<file path="config.mk">
export PLATFORM = sky130hd
export DESIGN_NAME = arbiter4_rr
export DESIGN_NICKNAME = d
export VERILOG_FILES = /design/src/rtl/arbiter4_rr.sv
export SDC_FILE = /design/constraint.sdc
export NUM_CORES = 1
export LEC_CHECK = 0
export ABC_AREA = 0
export CAP_MARGIN = 0
export CORE_AREA = 2 2 39 41
export DETAILED_ROUTE_END_ITERATION = 8
export DIE_AREA = 0 0 41 43
export DONT_BUFFER_PORTS = 1
export PLACE_DENSITY = 0.58
export SLEW_MARGIN = 10
export SYNTH_ARGS = -nofsm -noshare
export SYNTH_HDL_FRONTEND = slang
export SYNTH_SLANG_ARGS = --single-unit
</file>
<file path="constraint.sdc">
create_clock -name clk -period 2.9 [get_ports clk]
set_input_delay 0.29 -clock clk [delete_from_list [all_inputs] [get_ports clk]]
set_output_delay 0.29 -clock clk [all_outputs]
set_load 0.05 [all_outputs]
</file>
<file path="src/rtl/arbiter4_rr.sv">
// Four-requester round-robin arbiter with registered one-hot grant and binary index.
// Optional grant timeout enabled by defining ARB_TIMEOUT_EN (TIMEOUT sets the hold limit).
module arbiter4_rr #(
    parameter int unsigned TIMEOUT = 15
) (
    input  logic       clk,
    input  logic       rst_n,
    input  logic [3:0] req_i,
    output logic [3:0] g_o,
    output logic [1:0] a_o,
    output logic       valid_o,
    output logic       tout_o
);

    localparam int unsigned NREQ = 4;
    localparam int unsigned IW   = 2;
    localparam int unsigned CW   = 8;

    typedef enum logic {IDLE = 1'b0, BUSY = 1'b1} state_e;

    state_e          state_q, state_d;
    logic [IW-1:0]   ptr_q,   ptr_d;
    logic [NREQ-1:0] g_q,     g_d;
    logic [IW-1:0]   a_q,     a_d;
    logic            valid_q, valid_d;
    logic            tout_q,  tout_d;
    logic [CW-1:0]   cnt_q,   cnt_d;

    logic            found_c;
    logic [IW-1:0]   win_c;
    logic [IW-1:0]   idx_c;

    // First requester at or above ptr_q, wrapping modulo 4.
    always_comb begin
        found_c = 1'b0;
        win_c   = '0;
        idx_c   = '0;
        for (int k = 0; k < NREQ; k++) begin
            idx_c = ptr_q + IW'(k);
            if (!found_c && req_i[idx_c]) begin
                found_c = 1'b1;
                win_c   = idx_c;
            end
        end
    end

    always_ff @(posedge clk or negedge rst_n) begin
        if (!rst_n) begin
            state_q <= IDLE;
            ptr_q   <= '0;
            g_q     <= '0;
            a_q     <= '0;
            valid_q <= 1'b0;
            tout_q  <= 1'b0;
            cnt_q   <= '0;
        end else begin
            state_q <= state_d;
            ptr_q   <= ptr_d;
            g_q     <= g_d;
            a_q     <= a_d;
            valid_q <= valid_d;
            tout_q  <= tout_d;
            cnt_q   <= cnt_d;
        end
    end

    always_comb begin
        state_d = state_q;
        ptr_d   = ptr_q;
        g_d     = g_q;
        a_d     = a_q;
        valid_d = valid_q;
        tout_d  = 1'b0;
        cnt_d   = cnt_q;
        unique case (state_q)
            IDLE: begin
                if (found_c) begin
                    g_d     = NREQ'(1) << win_c;
                    a_d     = win_c;
                    valid_d = 1'b1;
                    cnt_d   = '0;
                    state_d = BUSY;
                end
            end
            BUSY: begin
                // Release wins over timeout; both leave a one-cycle idle gap.
                if (!req_i[a_q]) begin
                    g_d     = '0;
                    a_d     = '0;
                    valid_d = 1'b0;
                    ptr_d   = a_q + IW'(1);
                    state_d = IDLE;
                end
`ifdef ARB_TIMEOUT_EN
                else if (cnt_q == CW'(TIMEOUT - 1)) begin
                    g_d     = '0;
                    a_d     = '0;
                    valid_d = 1'b0;
                    tout_d  = 1'b1;
                    ptr_d   = a_q + IW'(1);
                    state_d = IDLE;
                end else begin
                    cnt_d = cnt_q + CW'(1);
                end
`endif
            end
            default: state_d = IDLE;
        endcase
    end

    assign g_o     = g_q;
    assign a_o     = a_q;
    assign valid_o = valid_q;
`ifdef ARB_TIMEOUT_EN
    assign tout_o  = tout_q;
`else
    // Hold limit is unused without the timeout feature; fold it away.
    logic unused_timeout_c;
    assign unused_timeout_c = ^{32'(TIMEOUT), tout_q, cnt_q};
    assign tout_o  = 1'b0;
`endif

endmodule

</file>
# == Word level (Yosys, flattened, before mapping) ==
# Cells that the tools add are included.
# op_classes
n_addsub,4
order_cmp,5
n_eq_ne,2
shift,1
n_mux,30
bitwise,2
reduce_logical,8
# op_table
op,n
$lt A2 B3 Y1 const B,5
$mux W1,13
$mux W2,6
$bmux W1 S2,5
$mux W4,2
$pmux W4 S2,1
$add A2 B1 Y2 const B,2
$add A2 B2 Y2 const B,2
$ne A2 B2 Y1 const B,2
$pmux W1 S2,2
$pmux W2 S2,1
$reduce_and A2 Y1,2
$shl A1 B2 Y4 const A,1
$logic_and A1 B1 Y1,3
$logic_not A1 Y1,3
$not A1 Y1,2
# word_totals
ff_bits,10
inputBits,6
output_inout_bits,8
elab_cells,57

# == Logic depth before layout (Yosys ltp) ==
# Gate-level depths: netlist of run 1.
# logic_depth
ltp_word,15
depth_mapped,5
ltp_nobuf,4

# == Worst setup path before layout of run 1 ==
# No wires, ideal clock.
# synth_timing
path_kind,reg-to-reg
from,register a_q[0] (netlist: a_o[0])
to,register ptr_q[0]
setup_time_ps,152
t_arrival_ps,1481
t_required_ps,2748
slack_ps,1267
path_stages_with_launch,5
n_path_buf,1
synth_period_minus_slack_ps,1633
path_cell_list,dfrtp_1 mux2_2 o22ai_2 buf_4 a21oi_1
# synth_via
elab_chain_len,4
word_cells_on_any_way,5
classes_between,1 x add/sub; 2 x mux; 1 x bitwise; 1 x reduce/logical
# synth_rtl
item,line_no,rtl
from (decl),24,"logic [IW-1:0] a_q, a_d;"
from (signal assigned),52,a_q <= '0;
from (signal assigned),60,a_q <= a_d;
$bmux W1 S2,87,if (!req_i[a_q]) begin
$mux W1 (implied by the code),87,
$not A1 Y1 (no line),--,
$reduce_and A2 Y1 (no line),--,
to (signal assigned),58,ptr_q <= ptr_d;
to (decl),22,"logic [IW-1:0] ptr_q, ptr_d;"
# Several ways; a longest one is shown, not always the timed one. The select of a mux whose other input is x is not followed.
# A chain may end at the register's enable or synchronous reset.

# == Worst setup path after layout of run 1 ==
# Ends and elaborated chain as after synthesis.

==> flow_summary_export.csv, run 1 <==
group,metric,value,unit
status,outcome,"complete, no violations",
synth,ys_types,23,
synth,synth_enable_flop_cells,0,
global_route,grt_usage,0.159,
cells_and_area,num_antenna_cells,0,
placed_design,dp.cells,70,
synth,synthesis.nets,63,
power_and_ir_drop,p_int,0.369,mW
synth,synth.cell_area,564,sq um
clock_tree,clk_path_buf_depth,2,
timing,min_period_over_period,0.569,
setup_path,reg2reg_to,"ptr_q[0]",
timing,fin_tns_setup,0,ns
cells_and_area,fin_area,591,sq um
power_and_ir_drop,seq_power_share,0.511,
placed_design,dp_slack,1.26,ns
timing,fmaxAchievable,606,MHz
setup_path,r2r_slack,1.25,ns
min_path,holdPathEnd,"state_q",
power_and_ir_drop,power.total,0.775,mW
global_route,grt.busiest_layer,"met2",
power_and_ir_drop,cellPowerDensity,1310,nW/um^2
setup_path,rr_startpoint,"a_o[0]",
floorplan,initial_utilization,0.408,
global_route,grt_pass1_wl,1750,um
cells_and_area,multi_input_area,269,sq um
timing,tightest_slew,0.563,ns
synth,ys.flop_type,"dfrtp_1",
floorplan,io_pins,14,
synth,synth_seq_cells,10,
floorplan,fp.dieH,43,um
detailed_routing,drtAntennaViolNets,0,
global_route,use_met2,0.219,
timing,setup_viol,0,
synth,ys_seq_area_frac,0.443,
power_and_ir_drop,p_leak,0.255,nW
power_and_ir_drop,p_comb_frac,0.371,
cells_and_area,synthToLayoutAreaGrowth,4.66,%
detailed_routing,route.vias.total,407,
floorplan,die_area,1760,sq um
setup_path,path_max_fanout,11,
synth,synth_top_cell_by_area,"dfrtp_1",
detailed_routing,drc,0,
cells_and_area,fillers,140,
detailed_routing,dr.pass1.iters,3,
timing,slew_headroom,0.625,
synth,synth_most_common_cell,"dfrtp_1",
global_route,use_met1,0.197,
cells_and_area,nets,66,
global_route,grt_max_degree,13,
global_route,grt_remaining_overflow,0,
floorplan,die_w,41,um
timing,rsz0062_at_grt,"false",
flow_run,drv_cap,0,
synth,async_flop_share,1.00,
clock_tree,tritoncts,"built",
detailed_routing,viasPerCell,5.50,
power_and_ir_drop,ir_drop,575,uV
timing,fin_ws,1.25,ns
timing,drv_slew,0,
min_path,holdPathStages,2,
clock_tree,clk_root_buffer_cell,"clkbuf_4",
min_path,hp-class,"primary input to flip-flop",
synth,yosys-top-cells-count,"10 x dfrtp_1, 7 x nand2_1, 6 x a21oi_1, 4 x nor2_1",
setup_path,crit_path_start_kind,"flip-flop",
global_route,antenna_found_initial,0,
cells_and_area,ff_latch_area,250,sq um
cells_and_area,fin_util,0.427,
placed_design,hpwlAfterDp,842,um
clock_tree,postCtsResizedCells,0,
synth,syn_area_per_cell,9.90,sq um
clock_tree,clk_pin_slew_worst_paths,0.06,ns
detailed_routing,wirelength,1110,um
global_route,grt_pass1_vias,414,
synth,synth.top_cell.area_share,0.443,
setup_path,worstRegToRegCells,5,
detailed_routing,wl_per_cell,14.9,um
clock_tree,htree_levels,1,
timing,hold_viol,0,
placed_design,portBuffers,0,
power_and_ir_drop,power_frac_clock,0.118,
floorplan,core_area,1380,sq um
clock_tree,clock_sinks,10,
detailed_routing,drt_iter0_drc,4,
cells_and_area,fin_cells,74,
placed_design,place.gp.congestion,0.685,
synth,synthTopCellsByArea,"dfrtp_1 44%, o32ai_2 5.8%, a21oi_1 5.3%, nand2_1 4.7%, buf_4 4.0%",
floorplan,row_count,14,
synth,ys.warnings.count,0,
clock_tree,clk_latency,0.26,ns
timing,fin_crit,1.65,ns
power_and_ir_drop,switching_share,0.524,
setup_path,critPathArrivalTime,1.83,ns
setup_path,worst-setup-path-type,"flip-flop to flip-flop",
clock_tree,numCtsBuffers,3,
global_route,grtUsageMet3,0.0524,
power_and_ir_drop,netSwitchingPower,0.406,mW
min_path,hp-start,"req_i[3]",
synth,netlist_instances,57,
timing,finClkSkew,0.000510,ns
placed_design,placed_area,558,sq um
cells_and_area,drive_gt1_frac,0.172,
timing,holdWs,0.237,ns
setup_path,endpoint_kind,"flip-flop",
setup_path,required,3.08,ns
## per-layer routing
| layer | share of wire | wire length [um] |
|---|---|---|
| met2 | 0.47 | 518 |
| met3 | 0.053 | 59 |
| met1 | 0.46 | 506 |
| met5 | 0 | 0 |
| met4 | 0.019 | 21 |
## worst max path at each step
stage | start | end | depth (start not counted)
floorplan | a_o[0] | ptr_q[0] | 4
global placement | a_o[0] | valid_o | 4
detailed placement | a_o[0] | g_o[1] | 4
CTS | a_o[0] | ptr_q[0] | 5
global route | a_o[0] | ptr_q[0] | 5
finish | a_o[0] | ptr_q[0] | 5
## power groups by stage
stage | logic (mW) | clock network [mW] | registers, mW
after floorplan | 0.251 | 0 | 0.406
after global placement | 0.279 | 0 | 0.399
after detailed placement | 0.286 | 0 | 0.399
after CTS | 0.289 | 0.0969 | 0.397
after global routing | 0.313 | 0.104 | 0.405
final | 0.287 | 0.0914 | 0.396
## sequential cells by signal, summed over array words and instances, names as in the netlist
signal   flops
g_o          4
state_q      1
ptr_q        2
a_o          2
valid_o      1
## kinds of logic (layout without fill, tap and decap cells)
group / after synthesis / in the layout / share of synthesized area
mux: 4 / 4 / 0.0754
xor+xnor: 1 / 1 / 0.0155
compound gates: 17 / 17 / 0.233
other cells: 1 / 1 / 0.00665
flops: 10 / 10 / 0.443
simple gates: 17 / 17 / 0.146
buf+inv: 7 / 8 / 0.0798
## cells in the final DEF (no fill, tap or decap)
master         Yosys  routed
o32ai_1            2       2
nand2b_1           2       2
o32ai_2            2       2
o22ai_2            1       1
o22ai_1            2       2
o21a_1             1       1
o21ai_0            2       2
conb_1             1       1
mux2_2             2       2
mux2i_1            2       2
or3_4              1       1
dlygate4sd3_1      0       1
or2_1              1       1
nand2_1            7       7
nor3_1             1       1
o22a_1             1       1
dfrtp_1           10      10
nor4_1             1       1
xnor2_1            1       1
a21oi_1            6       6
clkbuf_4           0       3
nor2_1             4       4
buf_4              3       1
inv_1              3       3
## area by class of cell
type / instances / area share
clock buffer: 3 / 0.0381
inverter: 3 / 0.0191
multi-input combinational: 40 / 0.456
sequential: 10 / 0.424
tap: 16 / 0.0339
timing repair buffer: 2 / 0.0297
## timing repair
action | in CTS | in global routing
hold buffers | 1 | 0
setup buffers | 0 | 0
endpoints found under the hold margin | 10 | 0
## worst max-delay path: stages (launching register included)
cell	delay, ns
dfrtp_1	0.32
buf_4	0.22
mux2_2	0.38
o22ai_2	0.42
nor2_1	0.07
a21oi_1	0.15
Power figures use the tool's default switching activity.
==> run 2: changes to the inputs <==
clock period = 1.7 ns   (was 2.9 ns; I/O delays follow)
==> flow_summary_export.csv, run 2 (synthesis gave the netlist of run 1 again) <==
group,metric,value,unit
status,outcome,"complete, no violations",
timing,drv_slew,0,
timing,setup_viol,0,
power_and_ir_drop,seq_power_share,0.461,
setup_path,required,1.87,ns
setup_path,slowest_stage,"dfrtp_1",
setup_path,worstSetupStartpoint,"ptr_q[1]",
floorplan,initial_utilization,0.408,
detailed_routing,route.vias.total,415,
floorplan,fp.dieH,43,um
clock_tree,tritoncts,"built",
min_path,hp-start,"req_i[3]",
clock_tree,clock_sinks,10,
floorplan,io_pins,14,
timing,fmaxAchievable,699,MHz
min_path,holdPathStages,2,
min_path,holdPathEnd,"state_q",
setup_path,slowest_delay,0.45,ns
clock_tree,clk_latency,0.26,ns
detailed_routing,drc,0,
setup_path,critPathArrivalTime,1.60,ns
global_route,grt_remaining_overflow,0,
power_and_ir_drop,switching_share,0.496,
detailed_routing,dr.pass1.iters,4,
setup_path,endpoint_kind,"flip-flop",
setup_path,reg2reg_to,"g_o[3]",
clock_tree,htree_levels,1,
setup_path,crit_path_start_kind,"flip-flop",
power_and_ir_drop,cellPowerDensity,2270,nW/um^2
min_path,hp-class,"primary input to flip-flop",
setup_path,path_cells,"mux2i_1 -> nor2_1 -> or3_4 -> o32ai_2",
detailed_routing,viasPerCell,5.39,
clock_tree,clk_root_buffer_cell,"clkbuf_4",
power_and_ir_drop,p_comb_frac,0.391,
setup_path,rr_startpoint,"ptr_q[1]",
cells_and_area,mostFrequentLayoutCells,"10 x dfrtp_1, 7 x nand2_1, 6 x a21oi_1",
cells_and_area,synthToLayoutAreaGrowth,9.76,%
placed_design,place.gp.congestion,0.686,
timing,hold_viol,0,
global_route,grt_pass1_vias,407,
power_and_ir_drop,p_leak,0.272,nW
global_route,grt_usage,0.143,
flow_run,drv_cap,0,
clock_tree,clk_pin_slew_worst_paths,0.07,ns
power_and_ir_drop,power_frac_clock,0.148,
floorplan,core_area,1380,sq um
setup_path,r2r_slack,0.27,ns
detailed_routing,drt_iter0_drc,8,
placed_design,portBuffers,0,
detailed_routing,drtAntennaViolNets,0,
floorplan,die_area,1760,sq um
detailed_routing,wl_per_cell,13.7,um
clock_tree,numCtsBuffers,3,
setup_path,critPathTopFamily,"simple AND/OR/NAND/NOR gates",
cells_and_area,largest_reg_flops,4,
cells_and_area,layout_commonest_cell,"dfrtp_1",
timing,finClkSkew,0.00924,ns
power_and_ir_drop,ir_drop,955,uV
setup_path,path_max_fanout,7,
cells_and_area,drive_gt1_frac,0.213,
cells_and_area,num_antenna_cells,0,
setup_path,worstRegToRegCells,4,
global_route,antenna_found_initial,0,
clock_tree,postCtsResizedCells,0,
setup_path,worst-setup-path-type,"flip-flop to flip-flop",
detailed_routing,wirelength,1060,um
setup_path,path_buf_inv,0,
placed_design,hpwlAfterDp,806,um
timing,rsz0062_at_grt,"false",
cells_and_area,nets,68,
timing,fin_tns_setup,0,ns
power_and_ir_drop,netSwitchingPower,0.696,mW
cells_and_area,fin_util,0.448,
timing,min_period_over_period,0.842,
clock_tree,clk_path_buf_depth,2,
global_route,grt_max_degree,13,
global_route,grt_pass1_wl,1710,um
floorplan,die_w,41,um
floorplan,row_count,14,
power_and_ir_drop,p_int,0.707,mW
timing,fin_crit,1.43,ns
-- run 2: cell types whose count changed in the layout (fill, tap and decap cells not counted) --
cell | previous run | this run
buf_4 | 1 | 3
clkbuf_8 | 0 | 1
-- run 2: worst reg2reg max path, stage by stage, from the launching register on --
cell and delay (ns):
dfrtp_1 0.45, mux2i_1 0.21, nor2_1 0.07, or3_4 0.41, o32ai_2 0.21
-- run 2: layout make-up --
cell class / count / area [sq um]
Fill cell: 142 / 764
Tap cell: 16 / 20.0
Timing Repair Buffer: 4 / 32.5
Multi-Input combinational cell: 40 / 269
Clock buffer: 4 / 36.3
Inverter: 3 / 11.3
Sequential cell: 10 / 250
-- run 2: worst max-delay path by stage --
| stage | endpoint | slack (ns) | cells past startpoint |
|---|---|---|---|
| floorplan | ptr_q[0] | 0.07 | 4 |
| global placement | g_o[3] | 0.29 | 4 |
| detailed placement | g_o[1] | 0.27 | 4 |
| CTS | g_o[3] | 0.26 | 4 |
| global route | g_o[1] | 0.17 | 4 |
| finish | g_o[3] | 0.27 | 4 |
-- run 2: per-layer routing --
| layer | global-route usage | wire [um] | part of all wire | vias to the layer above |
|---|---|---|---|---|
| met1 | 0.200 | 493 | 0.47 | 193 |
| met4 | 0.0800 | 8 | 0.0076 | 0 |
| met3 | 0.0366 | 67 | 0.064 | 2 |
| met2 | 0.194 | 486 | 0.46 | 12 |
| met5 | 0 | 0 | 0 | - |
| li1 | - | - | - | 208 |
-- run 2: per-stage QoR --
stage          total power [mW]  hold WS, ns  worst slack [ns]  area (sq um)  std cells
3_5_place_dp               1.20       -0.125             0.275           573         72
2_1_floorplan              1.12       -0.126            0.0666           564         57
4_1_cts                    1.42        0.153             0.263           619         77
6_report                   1.40        0.160             0.269           619         77
5_1_grt                    1.50        0.158             0.170           619         77
3_3_place_gp               1.19       -0.125             0.288           573         72
-- run 2: power by group through the flow --
stage / Sequential (mW) / Clock [mW] / Combinational (mW)
after floorplan: 0.693 / 0 / 0.429
after global placement: 0.649 / 0 / 0.541
after detailed placement: 0.651 / 0 / 0.547
after CTS: 0.648 / 0.216 / 0.554
after global routing: 0.665 / 0.228 / 0.609
final: 0.646 / 0.208 / 0.549
-- run 2: repair_timing --
item | CTS | global route
buffers inserted | 0 | 0
hold buffers | 1 | 0
hold endpoints to repair | 10 | 0
==> run 3: changes to the inputs <==
clock period = 1.4 ns   (was 1.7 ns; I/O delays follow)
==> flow_summary_export.csv, run 3 (synthesis gave the netlist of run 1 again) <==
group,metric,value,unit
cells_and_area,nets,75,
timing,holdWs,0.122,ns
clock_tree,clk_pin_slew_worst_paths,0.06,ns
clock_tree,clk_path_buf_depth,2,
cells_and_area,synthToLayoutAreaGrowth,23.9,%
timing,finClkSkew,0.00604,ns
clock_tree,numCtsBuffers,3,
cells_and_area,ff_latch_area,251,sq um
cells_and_area,fin_cells,84,
power_and_ir_drop,seq_power_share,0.303,
power_and_ir_drop,ir_drop,1090,uV
power_and_ir_drop,p_int,1.02,mW
floorplan,row_count,14,
global_route,grt_pass1_vias,427,
status,outcome,"complete, no violations",
cells_and_area,fillers,141,
detailed_routing,wirelength,1120,um
cells_and_area,num_antenna_cells,0,
floorplan,die_w,41,um
timing,drv_slew,0,
clock_tree,post-cts-setup-buffer-count,0,
detailed_routing,route.vias.total,441,
clock_tree,clk_root_buffer_cell,"clkbuf_4",
power_and_ir_drop,p_leak,0.313,nW
setup_path,required,1.57,ns
global_route,grt_pass1_wl,1830,um
placed_design,dp.cells,79,
detailed_routing,drc,0,
floorplan,core_area,1380,sq um
power_and_ir_drop,netSwitchingPower,0.908,mW
detailed_routing,dr.pass1.iters,4,
flow_run,drv_cap,0,
floorplan,io_pins,14,
power_and_ir_drop,power.total,1.93,mW
global_route,antenna_found_initial,0,
setup_path,path_max_fanout,4,
global_route,grt_remaining_overflow,0,
clock_tree,htree_levels,1,
floorplan,die_area,1760,sq um
cells_and_area,multi_input_area,280,sq um
power_and_ir_drop,p_comb_frac,0.592,
timing,setup_viol,0,
clock_tree,clock_sinks,10,
clock_tree,tritoncts,"built",
placed_design,hpwlAfterDp,831,um
cells_and_area,layout_commonest_cell,"dfrtp_1",
global_route,grt_max_degree,13,
setup_path,crit_path_start_kind,"flip-flop",
min_path,hp-class,"primary input to flip-flop",
detailed_routing,drt_iter0_drc,13,
timing,fin_crit,1.34,ns
setup_path,critPathArrivalTime,1.51,ns
clock_tree,clk_latency,0.26,ns
timing,rsz0062_at_grt,"true",
detailed_routing,wl_per_cell,13.4,um
setup_path,endpoint_kind,"flip-flop",
setup_path,worst-setup-path-type,"flip-flop to flip-flop",
cells_and_area,mostFrequentLayoutCells,"9 x dfrtp_1, 8 x buf_4, 7 x nand2_1",
cells_and_area,largest_reg_flops,4,
placed_design,portBuffers,0,
global_route,grt_usage,0.158,
detailed_routing,drtAntennaViolNets,0,
power_and_ir_drop,power_frac_clock,0.105,
timing,fmaxAchievable,747,MHz
placed_design,place.gp.congestion,0.762,
timing,hold_viol,0,
timing,min_period_over_period,0.957,
cells_and_area,drive_gt1_frac,0.294,
floorplan,fp.dieH,43,um
floorplan,initial_utilization,0.408,
detailed_routing,viasPerCell,5.25,
power_and_ir_drop,cellPowerDensity,2760,nW/um^2
power_and_ir_drop,switching_share,0.470,
run 3: final cells by class:
| type | count | share of cell area |
|---|---|---|
| Clock buffer | 4 | 0.0376 |
| Tap cell | 16 | 0.0286 |
| Inverter | 3 | 0.0161 |
| Timing Repair Buffer | 11 | 0.157 |
| Sequential cell | 10 | 0.360 |
| Multi-Input combinational cell | 40 | 0.401 |
run 3: power groups by stage:
stage / Combinational, mW / Clock (mW) / Sequential [mW]
after floorplan: 0.539 / 0 / 0.846
after global placement: 1.11 / 0 / 0.587
after detailed placement: 1.12 / 0 / 0.587
after CTS: 1.13 / 0.208 / 0.586
after global routing: 1.23 / 0.231 / 0.608
final: 1.14 / 0.203 / 0.585
run 3: final timing paths:
check | slack [ns] | depth (start not counted) | start | endpoint
min in group asynchronous | 0.26 | 1 | rst_n | g_o[1]
max in group asynchronous | 0.81 | 1 | rst_n | a_o[0]
setup / recovery | 0.06 | 4 | ptr_q[1] | g_o[3]
setup reg to reg | 0.06 | 4 | ptr_q[1] | g_o[3]
hold reg to reg | 0.55 | 2 | g_o[0] | g_o[0]
hold / removal | 0.12 | 2 | req_i[3] | state_q
run 3: what timing repair did:
| action | CTS | global route |
|---|---|---|
| endpoints found under the setup margin | 0 | 4 |
| hold endpoints to repair | 10 | 0 |
| hold buffers | 1 | 0 |
| resized for setup | 0 | 1 |
run 3: worst max-delay path: stages, from the launching register on:
cell,delay [ns]
dfrtp_1,0.39
mux2i_1,0.19
nor2_1,0.07
or3_4,0.40
o32ai_2,0.19
run 3: per-layer routing:
layer | vias to the layer above | share of wire | global-route usage
met5 | - | 0 | 0
met4 | 0 | 0.0080 | 0.100
met3 | 2 | 0.060 | 0.0157
met2 | 14 | 0.46 | 0.228
met1 | 203 | 0.47 | 0.216
li1 | 222 | - | -
run 3: stage by stage:
stage / area [sq um] / setup slack [ns] / setup TNS (ns) / util
after global placement: 656 / 0.0785 / 0 / 0.474
after global routing: 699 / -0.0582 / -0.101 / 0.505
final: 699 / 0.0605 / 0 / 0.505
after floorplan: 573 / -0.00615 / -0.00615 / -
after detailed placement: 656 / 0.0573 / 0 / 0.474
after CTS: 692 / 0.0468 / 0 / 0.500
==> patch (config.mk and constraints of run 2) <==
Take the reset off `g_q` and load it in a clocked block of its own.
--- a/src/rtl/arbiter4_rr.sv
+++ b/src/rtl/arbiter4_rr.sv
@@ -48,7 +48,6 @@
         if (!rst_n) begin
             state_q <= IDLE;
             ptr_q   <= '0;
-            g_q     <= '0;
             a_q     <= '0;
             valid_q <= 1'b0;
             tout_q  <= 1'b0;
@@ -56,12 +55,15 @@
         end else begin
             state_q <= state_d;
             ptr_q   <= ptr_d;
-            g_q     <= g_d;
             a_q     <= a_d;
             valid_q <= valid_d;
             tout_q  <= tout_d;
             cnt_q   <= cnt_d;
         end
+    end
+
+    always_ff @(posedge clk) begin
+        g_q <= g_d;
     end
 
     always_comb begin
Function: changed (Yosys sat finds a counterexample within 4 cycles, from zero or initial values and one cycle with rst_n low).
==> patch against run 2 <==
- setup slack lost 0.011 ns
- sequential cell count unchanged
- critical path type unchanged
- final area grew 1.4%
- via count down 1.4%
- synthesized area rose by 1.3%
- clock skew decreased by 0.0026 ns
- wire length is 2.1% lower
- combinational power decreased by 16%
- total power is 2.3% lower
==> patch: results (changes against run 2) <==
Outcome - finished clean (unchanged)
Met3 wire len - 64 um (was 67 um)
Global Route met3 Usage - 5.76% (was 3.66%)
Critical path data arrival time - 1.46 ns (was 1.60 ns)
Global routing met2 resource utilization - 19.7% (was 19.4%)
Total number of vias - 409 (was 415)
Portion of the post-synthesis area used by sequential elements - 47.3% (was 44.3%)
Ranking of synthesized cells by instance count - 6 x sky130_fd_sc_hd__dfrtp_1, 5 x sky130_fd_sc_hd__nor2_1, 4 x sky130_fd_sc_hd__edfxtp_1 (was 10 x sky130_fd_sc_hd__dfrtp_1, 7 x sky130_fd_sc_hd__nand2_1, 6 x sky130_fd_sc_hd__a21oi_1)
Routed metal-1 wirelength - 449 um (was 493 um)
Post-placement worst setup slack - 0.264 ns (was 0.275 ns)
Clock latency of the later-clocked register in the worst-skew pair - 0.29 ns (was 0.26 ns)
Maximum number of pins on one net before global-route repair - 10 (was 13)
Synth Instances - 51 (was 57)
Via count of the first global-routing pass - 381 (was 407)
WL/cell - 14.3 um (was 13.7 um)
Max FO, Critical Path - 6 (was 7)
Iteration-0 DRC count of the detailed router - 3 (was 8)
Routed wire length on met2 - 470 um (was 486 um)
Non-filler instance count after layout - 72 (was 77)
Count of different cell masters after synthesis - 29 (was 23)
Worst Clk Skew - 0.00669 ns (was 0.00924 ns)
First-pass GRT wire length - 1.84 mm (was 1.71 mm)
Share of async-settable or async-resettable flops after synthesis - 60.0% (was 100%)
Pleak - 0.252 nW (was 0.272 nW)
Count of flip-flops with a built-in enable after synthesis - 4 (was 0)
Weighted congestion reported at the end of routability-driven placement - 0.823 (was 0.686)
Met1 track demand over resource in global routing - 21.1% (was 20.0%)
-- patch: cell count changes in the layout (fill, tap and decap cells not counted), moves of 2 or more --
cell                       delta
sky130_fd_sc_hd__nand2_1      -5
sky130_fd_sc_hd__o32ai_1      -2
sky130_fd_sc_hd__a21oi_1      -3
sky130_fd_sc_hd__o32ai_2      -2
sky130_fd_sc_hd__edfxtp_1     +4
sky130_fd_sc_hd__dfrtp_1      -5
sky130_fd_sc_hd__nor2b_1      +2
-- patch: cell families after synthesis --
logic type	count (synthesis)	share of synthesized area [%]
simple gates	16	17.1
compound gates	13	17.3
flops	10	47.3
mux	6	11.2
buf+inv	5	6.57
other cells	1	0.656
-- patch: where the power goes --
group / switching [W] / leakage [nW] / internal (W)
logic: 0.000257 / 0.119 / 0.000205
clock network: 0.0000963 / 0.0210 / 0.000131
registers: 0.000298 / 0.112 / 0.000384
-- patch: final timing paths --
kind	endpoint	slack [ns]	cells after the start
setup / recovery	g_o[3]$_SDFFCE_PP0P_	0.26	4
hold / removal	a_o[0]$_DFFE_PN0P_	0.15	2
setup reg to reg	g_o[3]$_SDFFCE_PP0P_	0.26	4
hold reg to reg	ptr_q[0]$_DFFE_PN0P_	0.58	2
max in group asynchronous	a_o[0]$_DFFE_PN0P_	1.30	1
min in group asynchronous	valid_o$_DFFE_PN0P_	0.18	1
-- patch: layout make-up --
class	instances	area (um^2)
clock buffers	4	36.3
flip-flops and latches	10	272
repair buffers	3	25.0
fillers	135	756
inverters	3	11.3
well taps	16	20.0
multi-input cells	36	264
-- patch: worst max-delay path: stages, from the launching register on --
cell and delay [ns]:
sky130_fd_sc_hd__dfrtp_1 0.46, sky130_fd_sc_hd__a21oi_1 0.09, sky130_fd_sc_hd__o21a_1 0.18, sky130_fd_sc_hd__o22ai_1 0.37
sky130_fd_sc_hd__nor2_1 0.09
